[src/rtl/serial_adc_ctrl.sv]
// Serial ADC front end: frames chip select and serial clock, shifts in an
// MSB-first word and hands it to a valid/ready consumer with overrun tracking.
module serial_adc_ctrl #(
    parameter int DATA_W    = 8,
    parameter int DIV       = 20,
    parameter int CONV_CLKS = 340
) (
    input  logic              clk,
    input  logic              rstn,
    input  logic              start,
    input  logic              cont,
    input  logic              adc_dout,
    input  logic              data_ready,
    output logic              adc_cs_n,
    output logic              adc_sclk,
    output logic [DATA_W-1:0] data,
    output logic              data_valid,
    output logic              busy,
    output logic              overrun
);

    localparam int CMAX = (DIV > CONV_CLKS) ? DIV : CONV_CLKS;
    localparam int CW   = $clog2(CMAX + 1);
    localparam int BW   = $clog2(DATA_W + 1);

    localparam logic [CW-1:0] DIV_END  = CW'(DIV - 1);
    localparam logic [CW-1:0] CONV_END = CW'(CONV_CLKS - 1);
    localparam logic [BW-1:0] BIT_END  = BW'(DATA_W - 1);

    typedef enum logic [1:0] {
        IDLE,
        SETUP,
        SHIFT,
        CONVWAIT
    } state_t;

    state_t            state_q, state_d;
    logic [CW-1:0]     cnt_q, cnt_d;
    logic [BW-1:0]     bit_q, bit_d;
    logic [DATA_W-1:0] sh_q, sh_d;
    logic [DATA_W-1:0] data_q, data_d;
    logic              cs_q, cs_d;
    logic              sclk_q, sclk_d;
    logic              vld_q, vld_d;
    logic              ovr_q, ovr_d;
    logic              busy_q, busy_d;
    logic              done;
    logic              hs;

    always_ff @(posedge clk or negedge rstn) begin
        if (!rstn) begin
            state_q <= IDLE;
            cnt_q   <= '0;
            bit_q   <= '0;
            sh_q    <= '0;
            data_q  <= '0;
            cs_q    <= 1'b1;
            sclk_q  <= 1'b0;
            vld_q   <= 1'b0;
            ovr_q   <= 1'b0;
            busy_q  <= 1'b0;
        end else begin
            state_q <= state_d;
            cnt_q   <= cnt_d;
            bit_q   <= bit_d;
            sh_q    <= sh_d;
            data_q  <= data_d;
            cs_q    <= cs_d;
            sclk_q  <= sclk_d;
            vld_q   <= vld_d;
            ovr_q   <= ovr_d;
            busy_q  <= busy_d;
        end
    end

    always_comb begin
        state_d = state_q;
        cnt_d   = cnt_q;
        bit_d   = bit_q;
        sh_d    = sh_q;
        data_d  = data_q;
        cs_d    = cs_q;
        sclk_d  = sclk_q;
        vld_d   = vld_q;
        ovr_d   = ovr_q;
        busy_d  = busy_q;
        done    = 1'b0;
        hs      = vld_q & data_ready;

        unique case (state_q)
            IDLE: begin
                if (start || cont) begin
                    state_d = SETUP;
                    cs_d    = 1'b0;
                    busy_d  = 1'b1;
                    cnt_d   = '0;
                    bit_d   = '0;
                    sh_d    = '0;
                end
            end
            SETUP: begin
                if (cnt_q == DIV_END) begin
                    state_d = SHIFT;
                    cnt_d   = '0;
                end else begin
                    cnt_d = cnt_q + CW'(1);
                end
            end
            SHIFT: begin
                if (cnt_q == DIV_END) begin
                    cnt_d = '0;
                    // Rising sclk edge is where the converter bit is captured.
                    if (!sclk_q) begin
                        sclk_d = 1'b1;
                        sh_d   = (sh_q << 1) | DATA_W'(adc_dout);
                    end else begin
                        sclk_d = 1'b0;
                        if (bit_q == BIT_END) begin
                            done    = 1'b1;
                            state_d = CONVWAIT;
                            cs_d    = 1'b1;
                            bit_d   = '0;
                        end else begin
                            bit_d = bit_q + BW'(1);
                        end
                    end
                end else begin
                    cnt_d = cnt_q + CW'(1);
                end
            end
            CONVWAIT: begin
                if (cnt_q == CONV_END) begin
                    cnt_d = '0;
                    sh_d  = '0;
                    if (cont) begin
                        state_d = SETUP;
                        cs_d    = 1'b0;
                    end else begin
                        state_d = IDLE;
                        busy_d  = 1'b0;
                    end
                end else begin
                    cnt_d = cnt_q + CW'(1);
                end
            end
            default: begin
                state_d = IDLE;
                cs_d    = 1'b1;
                sclk_d  = 1'b0;
                busy_d  = 1'b0;
            end
        endcase

        // A completing word always lands; overrun only if the old one was lost.
        if (done) begin
            data_d = sh_q;
            vld_d  = 1'b1;
            if (vld_q && !hs) begin
                ovr_d = 1'b1;
            end else if (hs) begin
                ovr_d = 1'b0;
            end
        end else if (hs) begin
            vld_d = 1'b0;
            ovr_d = 1'b0;
        end
    end

    assign adc_cs_n   = cs_q;
    assign adc_sclk   = sclk_q;
    assign data       = data_q;
    assign data_valid = vld_q;
    assign busy       = busy_q;
    assign overrun    = ovr_q;

endmodule

[config.mk]
export PLATFORM = sky130hd
export DESIGN_NAME = serial_adc_ctrl
export DESIGN_NICKNAME = d
export VERILOG_FILES = /design/src/rtl/serial_adc_ctrl.sv
export SDC_FILE = /design/constraint.sdc
export NUM_CORES = 1
export LEC_CHECK = 0
export CAP_MARGIN = 25
export CELL_PAD_IN_SITES_DETAIL_PLACEMENT = 0
export CELL_PAD_IN_SITES_GLOBAL_PLACEMENT = 1
export CORE_UTILIZATION = 45
export CTS_BUF_LIST = sky130_fd_sc_hd__clkbuf_4
export DETAILED_ROUTE_END_ITERATION = 10
export HOLD_SLACK_MARGIN = 0.15
export PLACE_DENSITY_LB_ADDON = 0.1
export SLEW_MARGIN = 30
export SYNTH_ARGS = -nofsm -noshare
export SYNTH_HDL_FRONTEND = slang
export SYNTH_SLANG_ARGS = --single-unit
[constraint.sdc]
create_clock -name clk -period 3 [get_ports clk]
set_input_delay 0.45 -clock clk [delete_from_list [all_inputs] [get_ports clk]]
set_output_delay 0.45 -clock clk [all_outputs]
set_load 0.005 [all_outputs]
==> results.toml <==
[outcome]
outcome = "complete, no violations"

[final_layout]
drive_gt1_share_pct = 14.75
fin_area_um2 = 2252
diodes = 0
area_growth_pct = 16.66
fin_nets = 229
instances_no_fill = 267

[global_routing]
grt_pass1_wl_mm = 6.520
grt_pass1_vias = 1448
antenna_found_initial = 0
gr-total-overflow = 0
grt_max_degree = 37
grt_usage_pct = 19.45

[synthesis]
synth_top_flop_cell = "dfrtp_1"
netlist_area_um2 = 1931
ys_top_cells_by_count = "dfrtp_1, nand2_1, o21ai_0, mux2_2"
synth_edf_count = 0
async_flop_share_pct = 100.0
synthMuxAreaShare_pct = 6.935
synthSimpleGateAreaFrac_pct = 21.97
netlist_instances = 196
syn_nets = 209
synth_area_per_cell_um2 = 9.850
synth_top_family_by_area = "simple AND/OR/NAND/NOR gates"
synth_top_area_share_pct = 45.37
synth_fa_ha_area_share_pct = 4.537
synth-seq-cells = 36
yosysMostFrequentCell = "dfrtp_1"
yosysTopAreaCell = "dfrtp_1"
synth_warnings = 0
synthTopCellsByArea = "dfrtp_1, nand2_1, mux2_2"
ys_seq_area_share_pct = 46.73
synth_compound_area_share_pct = 15.36
synth_xor_area_share_pct = 1.361
ys_types = 47

[worst_setup_path]
cp_max_fo = 9
worstPathArrival_ns = 2.81
cp.required_ns = 3.22
end_kind = "register"
start_kind = "register"
critPathKind = "reg -> reg"

[clock_network]
clkSlewWorstSetupHoldPaths_ns = 0.11
numCtsBuffers = 5
cts-hold-fix-buffers = 0
clock_latency_ns = 0.34
cts_tree = "done"
cts_resized = 0
cts_htree_levels = 2
clockRootBuffer = "clkbuf_4"
cts_sinks = 36
cts_buffer_depth = 2
post_cts_buffers = 0

[floorplanning]
io-pin-count = 19
rows = 23
initial_core_util_pct = 47.58
die-area_um2 = 4556
die_w_um = 67.50
die_h_um = 67.50
core_um2 = 4058

[detailed_routing]
post-route-drc-count = 0
drtIter0Drc = 82
dr.pass1.iters = 4
vias_per_cell = 5.678
vias = 1516
routedWlPerCell_um = 14.46
routed_wl_mm = 3.862
ant_nets = 0

[placed_design]
dpl.hpwl_mm = 2.791
gp_congestion = 0.7514
port_buffers = 18
placed_area_um2 = 2172
dp_cells = 259

[power_and_ir_drop]
peakVddDrop_v = 0.0002375
p_per_area_nw_per_um2 = 375.1
leakagePower_nw = 0.9912

[run]
cap_violations = 0

[sta]
tightestPinTransition_ns = 0.6047
finalHoldViolations = 0
period_share_pct = 86.28
min_period_ns = 2.588
setup_viol = 0
finalMaxSlewViolations = 0
fin_skew_ns = 0.01195
finalSetupTns_ns = 0
rsz0062_at_grt = "no"
fmax_mhz = 386.3
slew_headroom_pct = 59.65

[min_path]
holdCritPathClass = "in -> async"
[flip-flops by register name, summed over array words and instances, names as in the netlist, named ones only]
register / cells
data: 8
adc_cs_n: 1
data_valid: 1
busy: 1
sh_q: 8
state_q: 2
cnt_q: 9
bit_q: 4
adc_sclk: 1
[layout by cell type, fill, tap and decap left out, types with 5 or more instances in the layout]
master / netlist / final
a21oi_1: 5 / 5
and3_1: 5 / 5
clkbuf_4: 0 / 6
clkdlybuf4s50_1: 0 / 18
dfrtp_1: 35 / 35
ha_1: 7 / 7
inv_1: 6 / 6
mux2_2: 11 / 11
nand2_1: 34 / 34
nor2_1: 7 / 7
nor3_1: 6 / 6
o211ai_1: 7 / 7
o21ai_0: 14 / 14
[power breakdown]
| group | switching (mW) | total (mW) | internal [mW] |
|---|---|---|---|
| Sequential | 0 | 0.485 | 0.485 |
| Clock | 0.157 | 0.341 | 0.184 |
| Combinational | 0.0119 | 0.0191 | 0.00728 |
| Total | 0.169 | 0.845 | 0.676 |
[cell families after synthesis]
| logic type | after synthesis |
|---|---|
| AO/OA/AOI/OAI | 44 |
| XOR/XNOR | 3 |
| adder cells (fa/ha/maj) | 7 |
| buffers and inverters | 15 |
| flip-flops | 36 |
| multiplexers | 12 |
| AND/OR/NAND/NOR | 79 |
[layout make-up]
cell class              instances  area, um2
clock buffers                   6      45.04
fillers                       359       1805
flip-flops and latches         36      902.1
multi-input cells             145      974.7
repair buffers                 22      210.2
inverters                       6      22.52
clock inverters                 2      35.03
well taps                      50      62.56
[final timing paths]
path                       startpoint         end  slack (ns)  cells past startpoint
min reg2reg                   data[4]     data[4]        0.52                      1
max                          cnt_q[0]  state_q[1]        0.41                      6
min                              rstn   async pin        0.51                      2
max in group asynchronous        rstn    adc_cs_n        2.15                      2
max reg2reg                  cnt_q[0]  state_q[1]        0.41                      6
min in group clk              data[4]     data[4]        0.52                      1
[per-layer routing]
metal | global-route usage, % | share of wire [%] | vias up
li1 | - | - | 750
met1 | 22.86 | 47 | 736
met2 | 33.29 | 48 | 23
met3 | 5.574 | 3.5 | 7
met4 | 7.181 | 1.5 | 0
met5 | 0 | 0 | -
[worst max-delay path: stages, from the launching register on]
cell and delay (ns):
dfrtp_1 0.43, ha_1 0.23, or4b_1 0.60, or3_2 0.53, a21oi_1 0.19, o211ai_1 0.18
mux2_2 0.31
[through the flow]
step                setup WS (ns)  hold slack (ns)  power (mW)  util (%)
finish                     0.4117           0.5149      0.8448     55.50
global route               0.1709           0.5390      0.8817     55.50
CTS                        0.4194           0.5167      0.8598     55.50
detailed placement         0.4583           0.4983      0.5145     53.53
global placement           0.3329           0.4723      0.5138     53.38
floorplan                  0.5584           0.1544      0.4958         -
Power figures use the tool's default switching activity.
